`src/rtl/muldiv_unit.sv`:
```
// Iterative shift-add multiplier / restoring divider; done pulses DATA_W+2 edges after start, no backpressure (start ignored while running).
// Define MULDIV_DIVIDE_EN to build the divider; without it op=1 completes with hi=lo=0, err=1.
module muldiv_unit #(
  parameter int DATA_W = 32
) (
  input  logic              clk,
  input  logic              clr,
  input  logic              start,
  input  logic              op,
  input  logic              sgn,
  input  logic [DATA_W-1:0] a,
  input  logic [DATA_W-1:0] b,
  output logic              busy,
  output logic              done,
  output logic [DATA_W-1:0] hi,
  output logic [DATA_W-1:0] lo,
  output logic              err
);

  localparam int CW = $clog2(DATA_W);

  typedef enum logic [1:0] {IDLE, CALC, FIX, DONE} state_t;

  state_t              state_q, state_d;
  logic [CW-1:0]       cnt_q, cnt_d;
  logic [DATA_W-1:0]   acc_q, acc_d;
  logic [DATA_W-1:0]   rq_q, rq_d;
  logic [DATA_W-1:0]   md_q, md_d;
  logic                op_q, op_d;
  logic                neg_a_q, neg_a_d;
  logic                neg_b_q, neg_b_d;
  logic [DATA_W-1:0]   hi_q, hi_d;
  logic [DATA_W-1:0]   lo_q, lo_d;
  logic                err_q, err_d;

  logic                a_neg, b_neg;
  logic [DATA_W-1:0]   a_mag, b_mag;
  logic [DATA_W:0]     mul_sum;
  logic [2*DATA_W-1:0] prod, prod_fix;
`ifdef MULDIV_DIVIDE_EN
  logic [DATA_W:0]     rem_sh, div_diff;
`endif

  always_comb begin
    a_neg    = sgn & a[DATA_W-1];
    b_neg    = sgn & b[DATA_W-1];
    a_mag    = a_neg ? -a : a;
    b_mag    = b_neg ? -b : b;
    // acc holds the running upper half, rq shifts out multiplier bits and in product bits
    mul_sum  = {1'b0, acc_q} + (rq_q[0] ? {1'b0, md_q} : '0);
    prod     = {acc_q, rq_q};
    prod_fix = (neg_a_q ^ neg_b_q) ? -prod : prod;
`ifdef MULDIV_DIVIDE_EN
    // acc is the partial remainder, rq shifts dividend bits out and quotient bits in
    rem_sh   = {acc_q, rq_q[DATA_W-1]};
    div_diff = rem_sh - {1'b0, md_q};
`endif

    state_d = state_q;
    cnt_d   = cnt_q;
    acc_d   = acc_q;
    rq_d    = rq_q;
    md_d    = md_q;
    op_d    = op_q;
    neg_a_d = neg_a_q;
    neg_b_d = neg_b_q;
    hi_d    = hi_q;
    lo_d    = lo_q;
    err_d   = err_q;

    case (state_q)
      IDLE: begin
        if (start) begin
          state_d = CALC;
          cnt_d   = '0;
          acc_d   = '0;
          rq_d    = a_mag;
          md_d    = b_mag;
          op_d    = op;
          neg_a_d = a_neg;
          neg_b_d = b_neg;
        end
      end
      CALC: begin
        cnt_d = cnt_q + CW'(1);
`ifdef MULDIV_DIVIDE_EN
        if (op_q) begin
          acc_d = div_diff[DATA_W] ? rem_sh[DATA_W-1:0] : div_diff[DATA_W-1:0];
          rq_d  = {rq_q[DATA_W-2:0], ~div_diff[DATA_W]};
        end else
`endif
        begin
          acc_d = mul_sum[DATA_W:1];
          rq_d  = {mul_sum[0], rq_q[DATA_W-1:1]};
        end
        if (cnt_q == CW'(DATA_W-1)) state_d = FIX;
      end
      FIX: begin
        state_d = DONE;
        if (op_q) begin
`ifdef MULDIV_DIVIDE_EN
          // with a zero divisor the remainder path has shifted the whole dividend back in
          lo_d  = (md_q == '0) ? '1 : ((neg_a_q ^ neg_b_q) ? -rq_q : rq_q);
          hi_d  = neg_a_q ? -acc_q : acc_q;
          err_d = (md_q == '0);
`else
          hi_d  = '0;
          lo_d  = '0;
          err_d = 1'b1;
`endif
        end else begin
          {hi_d, lo_d} = prod_fix;
          err_d        = 1'b0;
        end
      end
      DONE:    state_d = IDLE;
      default: state_d = IDLE;
    endcase
  end

  always_ff @(posedge clk or negedge clr) begin
    if (!clr) begin
      state_q <= IDLE;
      cnt_q   <= '0;
      acc_q   <= '0;
      rq_q    <= '0;
      md_q    <= '0;
      op_q    <= 1'b0;
      neg_a_q <= 1'b0;
      neg_b_q <= 1'b0;
      hi_q    <= '0;
      lo_q    <= '0;
      err_q   <= 1'b0;
    end else begin
      state_q <= state_d;
      cnt_q   <= cnt_d;
      acc_q   <= acc_d;
      rq_q    <= rq_d;
      md_q    <= md_d;
      op_q    <= op_d;
      neg_a_q <= neg_a_d;
      neg_b_q <= neg_b_d;
      hi_q    <= hi_d;
      lo_q    <= lo_d;
      err_q   <= err_d;
    end
  end

  assign busy = (state_q == CALC) || (state_q == FIX);
  assign done = (state_q == DONE);
  assign hi   = hi_q;
  assign lo   = lo_q;
  assign err  = err_q;

endmodule

```
`config.mk`:
```
export PLATFORM = sky130hd
export DESIGN_NAME = muldiv_unit
export DESIGN_NICKNAME = d
export VERILOG_FILES = /design/src/rtl/muldiv_unit.sv
export SDC_FILE = /design/constraint.sdc
export NUM_CORES = 1
export LEC_CHECK = 0
export ABC_AREA = 1
export ABC_CLOCK_PERIOD_IN_PS = 2050
export CAP_MARGIN = 15
export CORE_ASPECT_RATIO = 2
export CORE_MARGIN = 10
export CORE_UTILIZATION = 53
export CTS_CLUSTER_SIZE = 8
export DETAILED_ROUTE_END_ITERATION = 10
export PLACE_DENSITY_LB_ADDON = 0.1
export SLEW_MARGIN = 10
export SYNTH_ARGS = -nofsm -noshare
export SYNTH_HDL_FRONTEND = slang
export SYNTH_SLANG_ARGS = --single-unit
```
`constraint.sdc`:
```
create_clock -name clk -period 2.05 [get_ports clk]
set_input_delay 0.5125 -clock clk [delete_from_list [all_inputs] [get_ports clk]]
set_output_delay 0.5125 -clock clk [all_outputs]
set_load 0.1 [all_outputs]
```
==> results.toml, run 1 <==
[layout]
nets = 2565
flow.area_growth_from_synthesis_pct = 45.4
drive_above_1_share_pct = 26.9
nFillCells = 1825
n_antenna_cell = 0

[worst_setup_path]
r2r_slack_ps = -380
crit_type = "reg2reg"
end_kind = "flip-flop"
timing.rr.start = "acc_q[3]$_DFFE_PN0P_"
data_arrival_time_of_the_worst_path_ps = 2770
startpoint = "acc_q[3]$_DFFE_PN0P_"
critPathMaxFanout = 7
r2r.worst_path.cells = 10
worst-endpoint-required_ps = 2400
worstSetupStartpointType = "flip-flop"
crit-reg2reg-capture = "hi[30]$_DFFE_PN0P_"

[place]
dp_slack_ps = -678
port_buffers = 135
gp_routability_congestion = 1.02
post-dp-hpwl_mm = 43.9

[global_routing]
number_of_global_route_vias_before_repair = 16700
gr_usage_total_pct = 35.5
wire_length_of_the_first_global_routing_pass_mm = 88.6
antenna_found_initial = 0
globalRoute.totalOverflow = 0
grt_max_degree = 65

[clocking]
clock_path_buffers = 2
clock_tree_from_tritoncts = "yes"
ctsRootBufferMaster = "clkbuf_16"
clock_sink_count = 171
insertion_delay_ps = 470
htreeDepth = 4
clock_input_transition_at_the_sequential_cells_of_the_worst_setup_and_hold_paths_ps = 70
cts_buffers = 17
cts_hold_repair.buffers = 0

[timing]
timing.final.ws_setup_ps = -377
final_period_utilization_pct = 118
timing.slew.headroom_pct = 57.6
skew_ps = 13.9
grt_setup_unrepaired = "yes"
max_freq_mhz = 412
finalHoldViolations = 0
tightestPinTransition_ps = 634
final.setup.tns_ps = -9630
setup-violations-final = 55
minimum_period_implied_by_the_final_worst_setup_slack_ps = 2430
final_max_slew_violation_count = 0

[floorplanning]
std_cell_rows = 81
floorplan.die_area_um2 = 31900
fp.dieW_um = 131
io_pins = 136
die_height_um = 243
initial_utilization_pct = 53.7
core_area_um2 = 24500

[job]
maxCapViolations = 0

[synthesis]
syn-mean-instance-area_um2 = 6.28
synth_cells = 2096
syn_area_um2 = 13200
synthDominantAreaCellType = "dfrtp_1"
netlist_top_cells_count = "nand2_1, inv_1, nor2_1"
syn-num-nets = 2207
ys_top_cells_by_area = "dfrtp_1, nand2_1, inv_1, nor2_1, nand3_1"
synthArstFlopShare_pct = 100
yosysSeqAreaShare_pct = 32.5
yosys_most_used_dff = "dfrtp_1"
synth.ff_latch_count = 171
ys_types = 54
yosys.cell_count.top_type = "nand2_1"
synth_enable_flop_cells = 0
synth_top_cell_area_share_pct = 32.5
synth-warning-count = 0

[drt]
drc_violations = 0
dr.pass1.iters = 7
wl_per_cell_um = 22.3
vias = 16600
post_drt_via_cell_ratio = 5.92
residual_antenna_violating_net_count_after_detailed_routing = 0
detailedRoute.firstIterationViolations = 1672
wirelength_mm = 62.3

[pwr]
worst_ir_drop_vdd_mv = 0.869
power.density_nw_per_um2 = 1730
p_leak_nw = 9.79

[status]
outcome = "finished with violations"
failing_checks = "setup timing"

[min_path]
hold_path_class = "in2async"
registers in the layout, summed over array words and instances, names as in the netlist:
name     cells
cnt_q        5
acc_q       32
state_q      2
neg_b_q      1
rq_q        32
neg_a_q      1
op_q         1
md_q        32
err          1
hi          32
lo          32
worst max-delay path by stage:
| stage | endpoint | slack, ps | cells past startpoint |
|---|---|---|---|
| 4_1_cts | acc_q[29]$_DFFE_PN0P_ | -220 | 13 |
| 6_report | hi[30]$_DFFE_PN0P_ | -380 | 10 |
| 5_1_grt | hi[12]$_DFFE_PN0P_ | -420 | 10 |
| 3_5_place_dp | acc_q[29]$_DFFE_PN0P_ | -680 | 13 |
| 3_3_place_gp | acc_q[29]$_DFFE_PN0P_ | -710 | 13 |
| 2_1_floorplan | acc_q[23]$_DFFE_PN0P_ | 7 | 17 |
layout make-up:
type	count	area, um^2	area share [%]
clock inverters	13	141	0.738
flip-flops and latches	171	4280	22.4
inverters	263	1010	5.26
clock buffers	19	443	2.31
well taps	332	415	2.17
repair buffers	393	3820	19.9
multi-input cells	1608	9050	47.2
critical path: stages (launching register included):
cell and delay, ps:
dfrtp_1 420, buf_4 200, nor2_1 510, nand2_1 230, nor2_1 160, nand2_1 120
o21bai_4 290, buf_6 150, nand4_1 80, nand3_1 90, nand2_1 60
stage by stage:
| stage | power (W) | std cells | hold slack (ps) | instance area, um^2 | util [%] |
|---|---|---|---|---|---|
| final | 0.0331 | 2799 | 4.64 | 19100 | 78.1 |
| after global routing | 0.0345 | 2799 | 22.2 | 19100 | 78.1 |
| after CTS | 0.0306 | 2785 | 2.00 | 18300 | 74.6 |
| after detailed placement | 0.0261 | 2742 | 469 | 16900 | 69.0 |
| after global placement | 0.0257 | 2742 | 467 | 16900 | 69.0 |
| after floorplan | 0.0184 | 2096 | 217 | 13200 | - |
per-layer routing:
layer	routed length, um	track usage (%)	vias up
li1	-	-	7405
met4	6980	32.0	0
met3	4560	5.48	455
met2	32100	66.1	1090
met1	18700	32.1	7626
met5	0	0	-
kinds of logic (layout without fill, tap and decap cells):
family          after synthesis  in the layout  synth area share [%]
fa+ha+maj                    42             42                  4.05
simple gates               1259           1259                  40.5
xor+xnor                     30             30                  1.99
flops                       171            171                  32.5
compound gates              277            277                  11.6
buf+inv                     317            688                  9.44
timing repair:
action / in CTS / in global routing
gates cloned: 0 / 0
setup buffers: 11 / 16
resized for setup: 147 / 206
pin swaps: 25 / 46
setup endpoints to repair: 63 / 85
where the power goes:
group | internal [W] | leakage (nW) | switching, W | total (W)
Combinational | 0.00774 | 7.33 | 0.0152 | 0.0229
Clock | 0.00184 | 0.285 | 0.00152 | 0.00336
Sequential | 0.00492 | 2.17 | 0.00188 | 0.00680
Total | 0.0145 | 9.79 | 0.0186 | 0.0331
placed cells by master, fill, tap and decap left out, drive strengths merged, types with 11 or more instances in the layout:
master         Yosys  routed
clkdlybuf4s50      0      66
inv              259     261
dfrtp            171     171
a21oi             85      85
ha                41      41
nand4             31      31
nand2            739     739
or2               12      12
clkbuf            27      19
xor2              26      26
buf               27     326
nor3              17      17
o21ai            158     158
nand3            181     181
clkinv             4      11
nor2             261     261
Note: power is estimated with default switching activity, not from simulation.
==> inputs of run 2 (changes only) <==
--- a/config.mk
+++ b/config.mk
@@ -10,9 +10,10 @@
 export CAP_MARGIN = 15
 export CORE_ASPECT_RATIO = 2
 export CORE_MARGIN = 10
-export CORE_UTILIZATION = 53
+export CORE_UTILIZATION = 39
 export CTS_CLUSTER_SIZE = 8
 export DETAILED_ROUTE_END_ITERATION = 10
+export DONT_BUFFER_PORTS = 1
 export PLACE_DENSITY_LB_ADDON = 0.1
 export SLEW_MARGIN = 10
 export SYNTH_ARGS = -nofsm -noshare
==> run 2 against run 1 <==
Sequential power shrank 6.0%. The flow finishes with violations (hold timing, setup timing). Flip-flop and latch count is the same. Design area shrank 11%. Power shrank 8.8%. Clock power shrank 1%. Maximum frequency grew 9.9%. Core utilization shrank 27 points.
==> results.toml, run 2 (synthesized netlist as in run 1, its figures left out) <==
[status]
outcome = "finished with violations"
failing_checks = "hold timing, setup timing"

[layout]
top_library_cells_by_usage_in_the_layout_fill_and_taps_aside = "nand2_1, inv_1, buf_4"
layout.core_utilization_pct = 51.1
nets = 2420
multi_input_comb_area_um2 = 8690
n_antenna_cell = 0
sequential_cell_area_um2 = 4280
final_common_cell = "nand2_1"
flow.area_growth_from_synthesis_pct = 30.0
drive_above_1_share_pct = 23.7
nFillCells = 3508

[clocking]
cts_buffers = 17
clock_path_buffers = 2
clock_input_transition_at_the_sequential_cells_of_the_worst_setup_and_hold_paths_ps = 80
clock_sink_count = 171
htreeDepth = 4
ctsRootBufferMaster = "clkbuf_16"
clock_tree_from_tritoncts = "yes"
insertion_delay_ps = 470

[pwr]
power.density_nw_per_um2 = 1760
design_power_total_w = 0.0302
internal-power_w = 0.0132
worst_ir_drop_vdd_mv = 0.947
power.switching_w = 0.0170
netSwitchingFraction_pct = 56.4
p_leak_nw = 8.77
power_frac_comb_pct = 67.8
seq_power_share_pct = 21.2
clock_power_share_pct = 11.0

[drt]
post_drt_via_cell_ratio = 5.21
residual_antenna_violating_net_count_after_detailed_routing = 0
drc_violations = 0
wirelength_mm = 55.0
vias = 14400
dr.pass1.iters = 7
wl_per_cell_um = 20.0
detailedRoute.firstIterationViolations = 812

[timing]
grt_setup_unrepaired = "yes"
skew_ps = 12.0
timing.slew.headroom_pct = 35.8
final_max_slew_violation_count = 0
final_period_utilization_pct = 108
finalHoldViolations = 171
setup-violations-final = 27
final.setup.tns_ps = -1450
tightestPinTransition_ps = 964
max_freq_mhz = 453
hold_ws_ps = -265
minimum_period_implied_by_the_final_worst_setup_slack_ps = 2210
timing.final.ws_setup_ps = -158

[floorplanning]
floorplan.die_area_um2 = 42000
core_area_um2 = 33500
die_height_um = 280
std_cell_rows = 95
io_pins = 136
fp.dieW_um = 150
initial_utilization_pct = 39.3

[worst_setup_path]
timing.rr.start = "rq_q[0]$_DFFE_PN0P_"
critical-path-slowest-cell = "dfrtp_2"
crit_type = "reg2reg"
crit_family = "simple AND/OR/NAND/NOR gates"
worst_path_largest_cell_delay_ps = 440
r2r_slack_ps = -160
critical_path.n_buffers_inverters = 3
end_kind = "flip-flop"
worst-endpoint-required_ps = 2410
worstSetupStartpointType = "flip-flop"
critPathMaxFanout = 22
cp_common_cell = "nand2_1"
crit_path_cell_trace = "buf_12 -> nand2_1 -> inv_1 -> ha_4 -> nand2_2 -> nor2_2 -> buf_4 -> nand2_2 -> nor4_4 -> nand2_1 -> nand2_1 -> nand2_1 -> nand3_1 -> nand2_1"
data_arrival_time_of_the_worst_path_ps = 2570
startpoint = "rq_q[0]$_DFFE_PN0P_"

[place]
gp_routability_congestion = 0.969
post-dp-hpwl_mm = 44.1
port_buffers = 0

[global_routing]
antenna_found_initial = 0
gr_usage_total_pct = 26.0
wire_length_of_the_first_global_routing_pass_mm = 82.5
grt_max_degree = 172
globalRoute.totalOverflow = 0
number_of_global_route_vias_before_repair = 14600

[min_path]
hold_path_class = "in2async"

[job]
maxCapViolations = 0
## run 2: changes by cell type in the layout (fill, tap and decap cells not counted), sizes merged
cell | previous run | this run
buf | 326 | 248
clkdlybuf4s50 | 66 | 0
inv | 261 | 267
clkinv | 11 | 7
bufinv | 2 | 1
clkbuf | 19 | 18
dlymetal6s2s | 1 | 0
## run 2: path summary, 6_finish.rpt
path / cells after the start / endpoint
max in group asynchronous: 0 / hi[16]$_DFFE_PN0P_
hold reg to reg: 2 / md_q[15]$_DFFE_PN0P_
hold / removal: 0 / md_q[1]$_DFFE_PN0P_
setup / recovery: 14 / acc_q[29]$_DFFE_PN0P_
min in group clk: 2 / op_q$_DFFE_PN0P_
setup reg to reg: 14 / acc_q[29]$_DFFE_PN0P_
## run 2: power groups by stage
| stage | Sequential, W | Combinational (W) | Clock [W] |
|---|---|---|---|
| after floorplan | 0.00983 | 0.00853 | 0 |
| after global placement | 0.00631 | 0.0186 | 0 |
| after detailed placement | 0.00632 | 0.0187 | 0 |
| after CTS | 0.00635 | 0.0197 | 0.00339 |
| after global routing | 0.00654 | 0.0221 | 0.00351 |
| final | 0.00639 | 0.0205 | 0.00332 |
## run 2: timing repair
item                                   in CTS  in global routing
pin swaps                                  18                 35
endpoints found under the hold margin     171                171
buffers inserted                            5                 12
gates cloned                                0                  1
resized for setup                         141                144
setup endpoints to repair                  63                 66
## run 2: per-layer routing
layer  wire (um)  global-route usage [%]  vias up
met4        4660                    19.9        0
met5           0                       0        -
met1       17400                    22.1     6694
met3        2120                    3.96      154
li1            -                       -     7109
met2       30800                    51.2      401
## run 2: through the flow
step	cells	worst slack [ps]	area, um^2
floorplan	2096	6.96	13200
global placement	2709	-294	15300
detailed placement	2709	-282	15300
CTS	2746	-152	16600
global route	2758	-263	17100
finish	2758	-158	17100
## run 2: layout make-up
cell class	count	share of cell area, %
Timing Repair Buffer	248	11.8
Tap cell	436	3.19
Multi-Input combinational cell	1608	50.7
Clock inverter	14	0.921
Inverter	263	5.82
Clock buffer	18	2.51
Sequential cell	171	25.0
==> patch: new RTL, config.mk and constraints of run 2 <==
Take the reset off `lo_q` and load it in a clocked block of its own.
--- a/src/rtl/muldiv_unit.sv
+++ b/src/rtl/muldiv_unit.sv
@@ -130,5 +130,4 @@
       neg_b_q <= 1'b0;
       hi_q    <= '0;
-      lo_q    <= '0;
       err_q   <= 1'b0;
     end else begin
@@ -142,7 +141,10 @@
       neg_b_q <= neg_b_d;
       hi_q    <= hi_d;
-      lo_q    <= lo_d;
       err_q   <= err_d;
     end
+  end
+
+  always_ff @(posedge clk) begin
+    lo_q <= lo_d;
   end
 
Check against the original RTL: same outputs for any inputs over 10 cycles, from zero or initial values; that may be too few to reach the edited logic, so the function may still have changed.
==> patch against run 2 <==
The flow still finishes with violations (hold timing, setup timing); worst setup slack improved by 0.72 ps; routed wire length fell by 1.7%; sequential cell count unchanged; critical path depth decreased by 4; clock skew grew 3.4 ps; power increased by 6.2%; cell area rose by 1.5%; synthesized area is 1.4% lower; largest power group unchanged; highest routed layer unchanged.
==> patch: results (changes against run 2) <==
drt first-iter violations 809 (-0.37%); pin count of the biggest net entering global routing 140 (-19%); Seq/Total Area, Yosys 34.2% (+1.7 points); drt wl/cell 20.2 um (+1.2%); final hold violation count 139 (-19%); met2 wire len 30,500 um (-1.1%); LEAKAGE 8.65 nW (-1.4%); placed cell areas 15,200 sq um (-0.91%); Final Net Count 2,344 (-3.1%); GRT Overall Usage 25.2% (-0.80 points); fraction of layout cells with a size suffix above 1 27.9% (+4.1 points); post-synth net total 2,113 (-4.3%); global placer's final weighted congestion 0.975 (+0.57%); adder-cell share of the synthesized area 4.10% (+0.056 points); met1 WL 16,800 um (-3.4%); routed wl met3 1740 um (-18%); final setup fails 58 (+110%); via/cell ratio 5.26 (+1.0%); critical path arrival 2400 ps (-170 ps); hold_ws -257 ps (+7.51 ps); critical-path maximum fanout 5 (-77%); slack of the critical path -157 ps (+0.720 ps); run status finished, violations left; ys async rst share 81.3% (-19 points); top cells by area, synth dfrtp_1, nand2_1, edfxtp_1, inv_1, nand3_1; failing checks hold timing, setup timing; Final Skew 15.3 ps (+3.35 ps)
-- patch: cell types whose count changed after synthesis, moves of 25 or more --
cell and change:
nor2_1 -27, o21ai_1 -25, a21oi_1 +27, edfxtp_1 +32, dfrtp_1 -32, nand2_1 -62
-- patch: layer usage --
layer / up-vias / track usage [%]
li1: 6904 / -
met1: 6634 / 20.8
met2: 366 / 49.4
met3: 178 / 3.27
met4: 0 / 22.2
met5: - / 0
-- patch: logic make-up (layout without fill, tap and decap cells) --
family,after synthesis,in the layout
flops,171,171
xor+xnor,21,21
buf+inv,310,554
simple gates,1163,1163
compound gates,295,295
fa+ha+maj,42,42
-- patch: worst max-delay path: stages (launching register included) --
cell and delay [ps]:
dfrtp_2 500, buf_6 150, buf_4 140, inv_8 70
nand4_4 110, nor2_4 270, nand2_2 130, o21ai_4 210
buf_12 130, a21oi_1 50, o21a_1 160
-- patch: path summary, 6_finish.rpt --
check                                      from              endpoint  slack [ps]  cells after the start
hold reg to reg            md_q[19]$_DFFE_PN0P_  md_q[19]$_DFFE_PN0P_         490                      2
setup reg to reg            rq_q[0]$_DFFE_PN0P_  lo[31]$_SDFFCE_PP0P_        -160                     10
min in group clk                             op      op_q$_DFFE_PN0P_         180                      2
max in group asynchronous                   clr    hi[17]$_DFFE_PN0P_        2040                      0
hold / removal                              clr   rq_q[3]$_DFFE_PN0P_        -260                      0
setup / recovery            rq_q[0]$_DFFE_PN0P_  lo[31]$_SDFFCE_PP0P_        -160                     10
-- patch: power breakdown --
part / leakage [nW] / switching, mW / total [mW] / internal (mW)
logic: 6.32 / 15.1 / 22.3 / 7.15
registers: 2.07 / 1.29 / 6.59 / 5.30
clock network: 0.260 / 1.53 / 3.17 / 1.64
-- patch: cell type report --
cell class                 instances  area (sq um)
clock buffer                      22           464
clock inverter                    10          86.3
fill                            3371         15600
inverter                         260           991
multi-input combinational       1521          8690
sequential                       171          4440
tap                              432           541
timing repair buffer             262          2170
-- patch: metrics by stage --
step / setup WS (ps) / instances / utilization, % / power, mW
final: -157 / 2678 / 52.8 / 32.0
after floorplan: 6.37 / 2002 / - / 19.3
after global routing: -260 / 2678 / 52.8 / 34.0
after global placement: -341 / 2623 / 46.0 / 26.2
after CTS: -101 / 2661 / 49.4 / 30.4
after detailed placement: -361 / 2623 / 46.0 / 26.3
-- patch: what timing repair did --
action,CTS,global route
resized for setup,103,273
pin swaps,9,91
hold endpoints to repair,139,139
setup buffers,6,15
cloned,0,3
endpoints found under the setup margin,28,62
